--- config.mk ---
export PLATFORM = sky130hd
export DESIGN_NAME = multicycle_controller
export DESIGN_NICKNAME = d
export VERILOG_FILES = /design/src/rtl/mc_ctrl_pkg.sv /design/src/rtl/mc_decode.sv /design/src/rtl/multicycle_controller.sv
export SDC_FILE = /design/constraint.sdc
export NUM_CORES = 1
export LEC_CHECK = 0
export CAP_MARGIN = 20
export CORE_UTILIZATION = 35
export DETAILED_ROUTE_END_ITERATION = 10
export GPL_TIMING_DRIVEN = 0
export PLACE_DENSITY = 0.79
export SYNTH_ARGS = -nofsm -noshare
export SYNTH_HDL_FRONTEND = slang
export SYNTH_HIERARCHICAL = 1
export SYNTH_SLANG_ARGS = --single-unit
--- constraint.sdc ---
create_clock -name clk -period 4.1 [get_ports clk]
set_input_delay 0.615 -clock clk [delete_from_list [all_inputs] [get_ports clk]]
set_output_delay 0.615 -clock clk [all_outputs]
set_load 0.01 [all_outputs]
--- src/rtl/mc_ctrl_pkg.sv ---
// Shared encodings for the multi-cycle MIPS-subset controller: FSM states,
// opcode/funct values, ALU commands and datapath mux selects.
package mc_ctrl_pkg;

    typedef enum logic [3:0] {
        S_FETCH  = 4'd0,
        S_DECODE = 4'd1,
        S_MEMADR = 4'd2,
        S_MEMRD  = 4'd3,
        S_MEMWB  = 4'd4,
        S_MEMWR  = 4'd5,
        S_EXECR  = 4'd6,
        S_RWB    = 4'd7,
        S_EXECI  = 4'd8,
        S_IWB    = 4'd9,
        S_BRANCH = 4'd10,
        S_JUMP   = 4'd11,
        S_JAL    = 4'd12,
        S_JR     = 4'd13,
        S_TRAP   = 4'd14
    } state_e;

    typedef enum logic [3:0] {
        IC_RTYPE,
        IC_JR,
        IC_LW,
        IC_SW,
        IC_IMM,
        IC_BR,
        IC_J,
        IC_JAL,
        IC_ILLEGAL
    } iclass_e;

    typedef enum logic [2:0] {
        ALU_ADD = 3'd0,
        ALU_SUB = 3'd1,
        ALU_XOR = 3'd2,
        ALU_SLT = 3'd3
    } alu_cmd_e;

    localparam logic [5:0] OP_RTYPE = 6'h00;
    localparam logic [5:0] OP_LW    = 6'h23;
    localparam logic [5:0] OP_SW    = 6'h2B;
    localparam logic [5:0] OP_ADDI  = 6'h08;
    localparam logic [5:0] OP_XORI  = 6'h0E;
    localparam logic [5:0] OP_BEQ   = 6'h04;
    localparam logic [5:0] OP_BNE   = 6'h05;
    localparam logic [5:0] OP_J     = 6'h02;
    localparam logic [5:0] OP_JAL   = 6'h03;

    localparam logic [5:0] FN_ADD = 6'h20;
    localparam logic [5:0] FN_SUB = 6'h22;
    localparam logic [5:0] FN_SLT = 6'h2A;
    localparam logic [5:0] FN_JR  = 6'h08;

    localparam logic [1:0] PC_ALU    = 2'd0;
    localparam logic [1:0] PC_ALUOUT = 2'd1;
    localparam logic [1:0] PC_JUMP   = 2'd2;
    localparam logic [1:0] PC_RS     = 2'd3;

    localparam logic [1:0] SRCB_RT     = 2'd0;
    localparam logic [1:0] SRCB_FOUR   = 2'd1;
    localparam logic [1:0] SRCB_IMM    = 2'd2;
    localparam logic [1:0] SRCB_IMM_SH = 2'd3;

    localparam logic [1:0] RD_RT = 2'd0;
    localparam logic [1:0] RD_RD = 2'd1;
    localparam logic [1:0] RD_RA = 2'd2;

    localparam logic [1:0] WB_ALUOUT = 2'd0;
    localparam logic [1:0] WB_MEM    = 2'd1;
    localparam logic [1:0] WB_PC     = 2'd2;

    function automatic logic is_mem_req_state(state_e s);
        return s inside {S_FETCH, S_MEMRD, S_MEMWR};
    endfunction

endpackage

--- src/rtl/mc_decode.sv ---
// Combinational instruction classifier: opcode/funct to instruction class
// and the ALU command used by the execute and branch steps.
module mc_decode
    import mc_ctrl_pkg::*;
(
    input  logic [5:0] opcode,
    input  logic [5:0] funct,
    output iclass_e    iclass,
    output alu_cmd_e   alu_cmd
);

    // NOTE: every output gets a default before the case so no path can infer a latch.
    always_comb begin
        iclass  = IC_ILLEGAL;
        alu_cmd = ALU_ADD;
        case (opcode)
            OP_RTYPE: begin
                case (funct)
                    FN_ADD: begin iclass = IC_RTYPE; alu_cmd = ALU_ADD; end
                    FN_SUB: begin iclass = IC_RTYPE; alu_cmd = ALU_SUB; end
                    FN_SLT: begin iclass = IC_RTYPE; alu_cmd = ALU_SLT; end
                    FN_JR:  iclass = IC_JR;
                    default: ;
                endcase
            end
            OP_LW:   iclass = IC_LW;
            OP_SW:   iclass = IC_SW;
            OP_ADDI: begin iclass = IC_IMM; alu_cmd = ALU_ADD; end
            OP_XORI: begin iclass = IC_IMM; alu_cmd = ALU_XOR; end
            OP_BEQ,
            OP_BNE:  begin iclass = IC_BR; alu_cmd = ALU_SUB; end
            OP_J:    iclass = IC_J;
            OP_JAL:  iclass = IC_JAL;
            default: ;
        endcase
    end

endmodule

--- src/rtl/multicycle_controller.sv ---
// Control FSM for the multi-cycle MIPS-subset CPU with memory req/ready wait timeout.
// Optional: define MC_PERF_COUNTERS_EN to add cycle_count / retire_count outputs.
module multicycle_controller
    import mc_ctrl_pkg::*;
#(
    parameter int unsigned MEM_TIMEOUT = 255
) (
    input  logic        clk,
    input  logic        reset,
    input  logic [31:0] instr,
    input  logic        zero,
    input  logic        mem_ready,
    output logic        mem_req,
    output logic        mem_we,
    output logic        iord,
    output logic        ir_we,
    output logic        pc_we,
    output logic [1:0]  pcsrc,
    output logic        alusrca,
    output logic [1:0]  alusrcb,
    output logic [2:0]  alu_cmd,
    output logic        reg_we,
    output logic [1:0]  regdst,
    output logic [1:0]  memtoreg,
    output logic        trap,
`ifdef MC_PERF_COUNTERS_EN
    output logic [31:0] cycle_count,
    output logic [31:0] retire_count,
`endif
    output logic [3:0]  state
);

    localparam int unsigned WAIT_W = (MEM_TIMEOUT > 1) ? $clog2(MEM_TIMEOUT + 1) : 1;
    localparam logic [WAIT_W-1:0] WAIT_LAST = WAIT_W'(MEM_TIMEOUT - 1);

    state_e            state_q, state_d;
    logic [WAIT_W-1:0] wait_q, wait_d;
    iclass_e           iclass;
    alu_cmd_e          dec_alu_cmd;
    logic              ready;
    logic              req_state;
    logic              timeout_hit;
    logic              unused_instr_bits;

    mc_decode u_decode (
        .opcode  (instr[31:26]),
        .funct   (instr[5:0]),
        .iclass  (iclass),
        .alu_cmd (dec_alu_cmd)
    );

    assign unused_instr_bits = ^instr[25:6];

    // Ready is masked while reset is high so no write enable can fire during reset.
    assign ready       = mem_ready & ~reset;
    assign req_state   = is_mem_req_state(state_q);
    assign timeout_hit = (MEM_TIMEOUT != 0) && req_state && !ready && (wait_q == WAIT_LAST);

    // NOTE: sequential state uses non-blocking assignments; reset is asynchronous.
    always_ff @(posedge clk or posedge reset) begin
        if (reset) begin
            state_q <= S_FETCH;
            wait_q  <= '0;
        end else begin
            state_q <= state_d;
            wait_q  <= wait_d;
        end
    end

    always_comb begin
        state_d = state_q;
        wait_d  = '0;
        case (state_q)
            S_FETCH:  if (ready) state_d = S_DECODE;
            S_DECODE: begin
                case (iclass)
                    IC_RTYPE:    state_d = S_EXECR;
                    IC_JR:       state_d = S_JR;
                    IC_LW,
                    IC_SW:       state_d = S_MEMADR;
                    IC_IMM:      state_d = S_EXECI;
                    IC_BR:       state_d = S_BRANCH;
                    IC_J:        state_d = S_JUMP;
                    IC_JAL:      state_d = S_JAL;
                    default:     state_d = S_TRAP;
                endcase
            end
            S_MEMADR: state_d = (iclass == IC_LW) ? S_MEMRD : S_MEMWR;
            S_MEMRD:  if (ready) state_d = S_MEMWB;
            S_MEMWR:  if (ready) state_d = S_FETCH;
            S_EXECR:  state_d = S_RWB;
            S_EXECI:  state_d = S_IWB;
            S_MEMWB, S_RWB, S_IWB, S_BRANCH, S_JUMP, S_JAL, S_JR:
                      state_d = S_FETCH;
            S_TRAP:   state_d = S_TRAP;
            default:  state_d = S_TRAP;
        endcase
        if (timeout_hit) state_d = S_TRAP;
        // Any state change clears the wait counter; staying in a request state means a wait.
        if ((MEM_TIMEOUT != 0) && req_state && (state_d == state_q)) wait_d = wait_q + 1'b1;
    end

    always_comb begin
        mem_req  = 1'b0;
        mem_we   = 1'b0;
        iord     = 1'b0;
        ir_we    = 1'b0;
        pc_we    = 1'b0;
        pcsrc    = PC_ALU;
        alusrca  = 1'b0;
        alusrcb  = SRCB_RT;
        alu_cmd  = ALU_ADD;
        reg_we   = 1'b0;
        regdst   = RD_RT;
        memtoreg = WB_ALUOUT;
        trap     = 1'b0;
        case (state_q)
            S_FETCH: begin
                mem_req = 1'b1;
                alusrcb = SRCB_FOUR;
                ir_we   = ready;
                pc_we   = ready;
            end
            S_DECODE: alusrcb = SRCB_IMM_SH;
            S_MEMADR: begin
                alusrca = 1'b1;
                alusrcb = SRCB_IMM;
            end
            S_MEMRD: begin
                mem_req = 1'b1;
                iord    = 1'b1;
            end
            S_MEMWB: begin
                reg_we   = 1'b1;
                memtoreg = WB_MEM;
            end
            S_MEMWR: begin
                mem_req = 1'b1;
                mem_we  = 1'b1;
                iord    = 1'b1;
            end
            S_EXECR: begin
                alusrca = 1'b1;
                alu_cmd = dec_alu_cmd;
            end
            S_RWB: begin
                reg_we = 1'b1;
                regdst = RD_RD;
            end
            S_EXECI: begin
                alusrca = 1'b1;
                alusrcb = SRCB_IMM;
                alu_cmd = dec_alu_cmd;
            end
            S_IWB: reg_we = 1'b1;
            S_BRANCH: begin
                alusrca = 1'b1;
                alu_cmd = ALU_SUB;
                pcsrc   = PC_ALUOUT;
                pc_we   = (instr[31:26] == OP_BNE) ? !zero : zero;
            end
            S_JUMP: begin
                pcsrc = PC_JUMP;
                pc_we = 1'b1;
            end
            S_JAL: begin
                pcsrc    = PC_JUMP;
                pc_we    = 1'b1;
                reg_we   = 1'b1;
                regdst   = RD_RA;
                memtoreg = WB_PC;
            end
            S_JR: begin
                pcsrc = PC_RS;
                pc_we = 1'b1;
            end
            S_TRAP: trap = 1'b1;
            default: ;
        endcase
    end

    assign state = state_q;

`ifdef MC_PERF_COUNTERS_EN
    logic [31:0] cycle_count_q, cycle_count_d;
    logic [31:0] retire_count_q, retire_count_d;

    always_comb begin
        cycle_count_d  = cycle_count_q + ((state_q != S_TRAP) ? 32'd1 : 32'd0);
        retire_count_d = retire_count_q
                       + (((state_d == S_FETCH) && (state_q != S_FETCH)) ? 32'd1 : 32'd0);
    end

    always_ff @(posedge clk or posedge reset) begin
        if (reset) begin
            cycle_count_q  <= '0;
            retire_count_q <= '0;
        end else begin
            cycle_count_q  <= cycle_count_d;
            retire_count_q <= retire_count_d;
        end
    end

    assign cycle_count  = cycle_count_q;
    assign retire_count = retire_count_q;
`endif

endmodule

==> impl_metrics.csv, run 1 <==
group,metric,value,unit
layout,drive_gt1_share,9.38,%
power_and_ir_drop,power.switching,405,uW
global_routing,antenna_found_initial,0,
critical_path,crit_type,"in -> out",
power_and_ir_drop,internal_power,526,uW
sta,fin_crit_sh,77.2,%
yosys,synth_ff_type,"dfrtp_1",
floorplan,fp.coreArea,0.00374,mm^2
critical_path,worstPathMaxFanout,7,
power_and_ir_drop,pwr-share-comb,68.8,%
yosys,netlist_area,0.00140,mm^2
critical_path,cp.arrival,2.55,ns
place,gp_congestion,0.834,
detailed_routing,vias_per_cell,5.16,
worst_hold_path,min_path_type,"reg -> reg",
global_routing,grt_pass1_vias,1266,
place,port_buffers,37,
layout,fin_util,50.7,%
power_and_ir_drop,power_frac_seq,17.8,%
yosys,yosysMostFrequentCell,"nor2_1",
yosys,syn_nets,223,
job,maxCapViolations,0,
yosys,synth_top_area_share,21.4,%
place,post-place-ws,0.804,ns
critical_path,cp-end-kind,"output port",
clock_network,cts_tree,"yes",
critical_path,worstSetupStartpoint,"instr[27]",
floorplan,num_rows,22,
power_and_ir_drop,swShare,43.5,%
layout,syn2layout_area_growth,35.4,%
clock_network,ctsResizeCount,0,
global_routing,grt_pass1_wl,5.51,mm
clock_network,post_cts_buffers,0,
sta,rsz0062_at_grt,"no",
yosys,ys_ff_latch,12,
yosys,synth_top_area_cell,"dfrtp_1",
detailed_routing,drtPass1Iterations,4,
power_and_ir_drop,p_leak,0.700,nW
critical_path,r2r-start,"state[2]$_DFF_PP0_",
sta,worst_pin_slew,0.567,ns
clock_network,cts_root_buffer,"clkbuf_8",
power_and_ir_drop,power_density,490,mW/mm^2
sta,slew_violations,0,
detailed_routing,routed_wl,3.25,mm
place,dp_hpwl,2.50,mm
layout,nNetsFinal,266,
floorplan,die_y,65.3,um
sta,finalSetupViolCount,0,
global_routing,grt_max_degree,13,
detailed_routing,wl_per_cell,11.9,um
sta,period_needed,3.17,ns
sta,max_freq,0.316,GHz
sta,finalClockSkew,0.00116,ns
yosys,async_flop_share,100,%
yosys,synthDistinctLibCells,50,
yosys,synth.top_cells.by_count,"nor2_1, nand2_1, dfrtp_1",
sta,finalSetupTns,0,ns
clock_network,cts.sink_count,12,
clock_network,worstSkewPairLatency,0.24,ns
yosys,synth_warnings,6,
sta,fin_ws,0.935,ns
clock_network,cts-buffers-inserted,3,
floorplan,start_util,37.5,%
sta,hold_viol,0,
detailed_routing,drc_errors,0,
yosys,synth_edf_count,0,
yosys,synthTopCellsByArea,"dfrtp_1, nor2_1, ha_1",
clock_network,clkTransAtPathRegs,0.05,ns
clock_network,holdBufCountCts,0,
power_and_ir_drop,vdd_drop_max,184,uV
clock_network,clockBufferDepth,2,
global_routing,grt_use_total,15.9,%
floorplan,design.die.area,0.00426,mm^2
floorplan,die_w,65.3,um
yosys,postSynthAreaPerCell,7.71,um^2
power_and_ir_drop,clkPwrFrac,13.3,%
layout,final_area,0.00190,mm^2
worst_hold_path,hp-start,"wait_q[0]$_DFF_PP0_",
place,postPlaceCellArea,0.00184,mm^2
yosys,syn_inst,182,
critical_path,startpoint_type,"primary input",
clock_network,h-tree-depth,1,
detailed_routing,postRouteAntennaNets,0,
floorplan,ioPinCount,59,
run_status,status,"finished clean",
yosys,seq_area_frac_synth,21.4,%
detailed_routing,via_count,1404,
detailed_routing,drtIter0Drc,110,
layout,antenna_cells,0,
global_routing,grt-ovfl-total,0,
sta,maxSlewHeadroom,61.9,%
critical_path,critical_path_required,3.48,ns
-- kinds of logic after synthesis --
logic type,count (synthesis),share of synthesized area (%)
xor gates and xnor gates,12,7.49
and+or+nand+nor,81,32.0
buffers and inverters,21,8.74
muxes,6,4.46
AOI/OAI and AO/OA,44,21.1
other,1,0.267
adders and majority gates,5,4.46
DFF,12,21.4
-- sequential cells by signal, summed over array words and instances (netlist names) --
signal,flops
wait_q,8
state,4
-- power by group through the flow --
stage          combinational, mW  sequential [mW]  clock, mW
3_3_place_gp               0.629            0.166          0
5_1_grt                    0.699            0.169      0.136
4_1_cts                    0.640            0.166      0.126
3_5_place_dp               0.636            0.167          0
6_report                   0.640            0.166      0.124
2_1_floorplan              0.397            0.170          0
-- worst max-delay path, cell delays in order --
cell and delay [ns]:
clkdlybuf4s50_1 0.41, buf_2 0.17, nor4b_1 0.43, nand2b_1 0.10
o21ai_1 0.09, nand2_1 0.06, a21oi_1 0.12, clkdlybuf4s50_1 0.55
-- routing by layer --
layer,share of wire [%],GRT usage (%),vias to the layer above
met5,0,0,-
met3,3.4,1.56,2
met1,50,22.6,635
li1,-,-,737
met4,0.58,2.99,0
met2,46,25.9,30
-- worst paths after layout --
check                                 endpoint  slack [ns]  cells after the start
max                                 alu_cmd[0]        0.93                      8
min                        wait_q[0]$_DFF_PP0_        0.57                      1
max reg2reg                wait_q[4]$_DFF_PP0_        2.26                      5
min reg2reg                wait_q[0]$_DFF_PP0_        0.57                      1
max in group asynchronous  wait_q[1]$_DFF_PP0_        3.05                      2
min in group asynchronous  wait_q[5]$_DFF_PP0_        0.74                      2
-- placed cells by master, fill, tap and decap left out, drive strengths merged, types with 6 or more instances in the layout --
master          n
nand2          14
nor2           20
nor3            7
nand3           7
buf            12
clkdlybuf4s50  37
a211oi          8
nor2b           6
clkbuf          8
xor2            7
dfrtp          12
a21oi           9
o21ai          10
-- layout make-up --
type / instances / area [um^2]
Inverter: 5 / 18.8
Tap cell: 48 / 60.1
Clock buffer: 4 / 55.1
Sequential cell: 12 / 300
Buffer: 16 / 104
Multi-Input combinational cell: 149 / 981
Fill cell: 375 / 1840
Timing Repair Buffer: 38 / 380
-- per-stage QoR --
stage | instances | hold slack, ns | power, mW
3_5_place_dp | 268 | 0.540 | 0.803
6_report | 272 | 0.571 | 0.930
2_1_floorplan | 182 | 0.480 | 0.567
4_1_cts | 272 | 0.555 | 0.932
3_3_place_gp | 267 | 0.533 | 0.795
5_1_grt | 272 | 0.583 | 1.00
Note: power is estimated with default switching activity, not from simulation.
==> inputs of run 2 (changes only) <==
==> constraint.sdc (replaced) <==
create_clock -name clk -period 3.3 [get_ports clk]
set_input_delay 0.495 -clock clk [delete_from_list [all_inputs] [get_ports clk]]
set_output_delay 0.495 -clock clk [all_outputs]
set_load 0.01 [all_outputs]
==> results of run 2 <==
Same layout as run 1 (identical final DEF). Status: finished clean.
Among the figures that moved: setup slack after placement 0.804 ns -> 0.124 ns; setup slack after layout 0.935 ns -> 0.347 ns; start point of the critical path instr[27] -> instr[28]; end point of the critical path alu_cmd[0] -> wait_q[4]$_DFF_PP0_; register-to-register setup slack 2.26 ns -> 1.46 ns; total power 0.930 mW -> 1.16 mW; worst IR drop on VDD 184 uV -> 229 uV
==> inputs of run 3 (changes only) <==
--- a/config.mk
+++ b/config.mk
@@ -10,6 +10,7 @@
 export DETAILED_ROUTE_END_ITERATION = 10
 export GPL_TIMING_DRIVEN = 0
 export PLACE_DENSITY = 0.79
+export SLEW_MARGIN = 20
 export SYNTH_ARGS = -nofsm -noshare
 export SYNTH_HDL_FRONTEND = slang
 export SYNTH_HIERARCHICAL = 1
==> run 3 against run 2 <==
Largest power group unchanged. Worst hold slack got worse by 0.00082 ns. Sequential share of layout area up 0.052 points. Die area did not move. Clock skew grew 0.0029 ns. First-iteration DRC count grew 36%. Critical endpoint unchanged. Critical path depth is the same. Clock power about the same. Highest routed layer unchanged.
==> impl_metrics.csv, run 3 (same netlist as run 1, synthesis figures left out) <==
group,metric,value,unit
sta,period_needed,2.96,ns
global_routing,grt_pass1_vias,1280,
layout,nNetsFinal,266,
power_and_ir_drop,clkPwrFrac,13.6,%
detailed_routing,wl_per_cell,11.9,um
sta,rsz0062_at_grt,"no",
detailed_routing,drtIter0Drc,150,
floorplan,die_y,65.3,um
power_and_ir_drop,swShare,43.7,%
detailed_routing,vias_per_cell,5.24,
critical_path,critical_path_required,3.39,ns
floorplan,ioPinCount,59,
power_and_ir_drop,power_frac_seq,17.8,%
sta,finalSetupViolCount,0,
power_and_ir_drop,internal_power,653,uW
sta,max_freq,0.338,GHz
layout,syn2layout_area_growth,35.0,%
global_routing,grt_use_total,16.2,%
floorplan,fp.coreArea,0.00374,mm^2
place,dp_hpwl,2.51,mm
sta,slew_violations,0,
job,maxCapViolations,0,
clock_network,h-tree-depth,1,
detailed_routing,postRouteAntennaNets,0,
critical_path,crit_type,"in -> reg",
worst_hold_path,min_path_type,"reg -> reg",
layout,final_area,0.00189,mm^2
detailed_routing,routed_wl,3.24,mm
sta,hold_viol,0,
sta,finalSetupTns,0,ns
place,postPlaceCellArea,0.00184,mm^2
global_routing,grt-ovfl-total,0,
power_and_ir_drop,p_leak,0.696,nW
layout,drive_gt1_share,8.93,%
clock_network,ctsResizeCount,0,
layout,fill_cells,373,
clock_network,cts-buffers-inserted,3,
layout,layout_commonest_cell,"clkdlybuf4s50_1",
clock_network,post_cts_buffers,0,
detailed_routing,drc_errors,0,
power_and_ir_drop,power.switching,507,uW
run_status,status,"finished clean",
sta,hold_ws,0.570,ns
critical_path,cp.arrival,3.05,ns
place,gp_congestion,0.834,
clock_network,cts_tree,"yes",
floorplan,die_w,65.3,um
clock_network,worstSkewPairLatency,0.24,ns
sta,fin_crit_sh,89.6,%
floorplan,start_util,37.5,%
clock_network,clockBufferDepth,2,
sta,finalClockSkew,0.00408,ns
sta,worst_pin_slew,0.575,ns
sta,maxSlewHeadroom,61.4,%
power_and_ir_drop,pwr-share-comb,68.7,%
clock_network,cts.sink_count,12,
clock_network,holdBufCountCts,0,
critical_path,worstPathMaxFanout,8,
clock_network,cts_root_buffer,"clkbuf_8",
floorplan,design.die.area,0.00426,mm^2
detailed_routing,via_count,1425,
critical_path,startpoint_type,"primary input",
power_and_ir_drop,power_density,613,mW/mm^2
power_and_ir_drop,vdd_drop_max,195,uV
clock_network,clkTransAtPathRegs,0.05,ns
power_and_ir_drop,p_total,1.16,mW
global_routing,antenna_found_initial,0,
layout,largest_reg_flops,8,
layout,antenna_cells,0,
global_routing,grt_max_degree,13,
layout,final_cell_mix,"clkdlybuf4s50_1, nor2_1, nand2_1",
floorplan,num_rows,22,
global_routing,grt_pass1_wl,5.64,mm
layout,largest-register,"wait_q",
place,port_buffers,37,
critical_path,cp-end-kind,"flip-flop",
detailed_routing,drtPass1Iterations,4,
==> run 3: cell types whose count changed in the layout (fill, tap and decap cells not counted), sizes merged <==
cell	before	now
buf	12	13
clkdlybuf4s18	1	0
==> run 3: power groups by stage <==
stage                     logic [mW]  clock network (mW)  registers, mW
after floorplan                0.494                   0          0.211
after global placement         0.782                   0          0.206
after detailed placement       0.791                   0          0.207
after CTS                      0.795               0.160          0.205
after global routing           0.870               0.169          0.209
final                          0.796               0.157          0.206
==> run 3: path summary, 6_finish.rpt <==
path                                           from             endpoint  slack [ns]  cells past startpoint
min in group asynchronous                     reset   state[3]$_DFF_PP0_        0.61                      2
worst min-delay path            wait_q[0]$_DFF_PP0_  wait_q[0]$_DFF_PP0_        0.57                      1
worst max register to register   state[2]$_DFF_PP0_  wait_q[4]$_DFF_PP0_        1.50                      5
max in group asynchronous                     reset   state[0]$_DFF_PP0_        2.39                      2
worst max-delay path                      instr[28]  wait_q[4]$_DFF_PP0_        0.34                     11
worst min register to register  wait_q[0]$_DFF_PP0_  wait_q[0]$_DFF_PP0_        0.57                      1
==> run 3: routing by layer <==
| metal | vias to the layer above | routed length (um) | track usage, % |
|---|---|---|---|
| met3 | 4 | 143 | 2.60 |
| met1 | 648 | 1570 | 22.8 |
| met4 | 0 | 38 | 3.26 |
| met5 | - | 0 | 0 |
| li1 | 736 | - | - |
| met2 | 37 | 1490 | 25.9 |
==> run 3: worst max-delay path, stage by stage <==
cell	delay [ns]
clkdlybuf4s50_1	0.42
buf_4	0.17
nor2_1	0.18
nand4_1	0.18
o32ai_1	0.49
inv_1	0.09
ha_1	0.22
mux2i_1	0.26
nor4_4	0.07
o21ai_2	0.33
a211oi_1	0.15
==> run 3: area by class of cell <==
| class | instances | area, um^2 | area share (%) |
|---|---|---|---|
| Multi-Input combinational cell | 149 | 981 | 51.8 |
| Timing Repair Buffer | 38 | 374 | 19.8 |
| Sequential cell | 12 | 300 | 15.9 |
| Buffer | 16 | 104 | 5.49 |
| Tap cell | 48 | 60.1 | 3.17 |
| Clock buffer | 4 | 55.1 | 2.91 |
| Inverter | 5 | 18.8 | 0.991 |
==> run 3: through the flow <==
stage          utilization (%)  instances  setup WS [ns]
2_1_floorplan                -        182          0.472
3_3_place_gp              49.0        267         -0.409
3_5_place_dp              49.1        268          0.104
4_1_cts                   50.6        272          0.339
5_1_grt                   50.6        272          0.103
6_report                  50.6        272          0.343
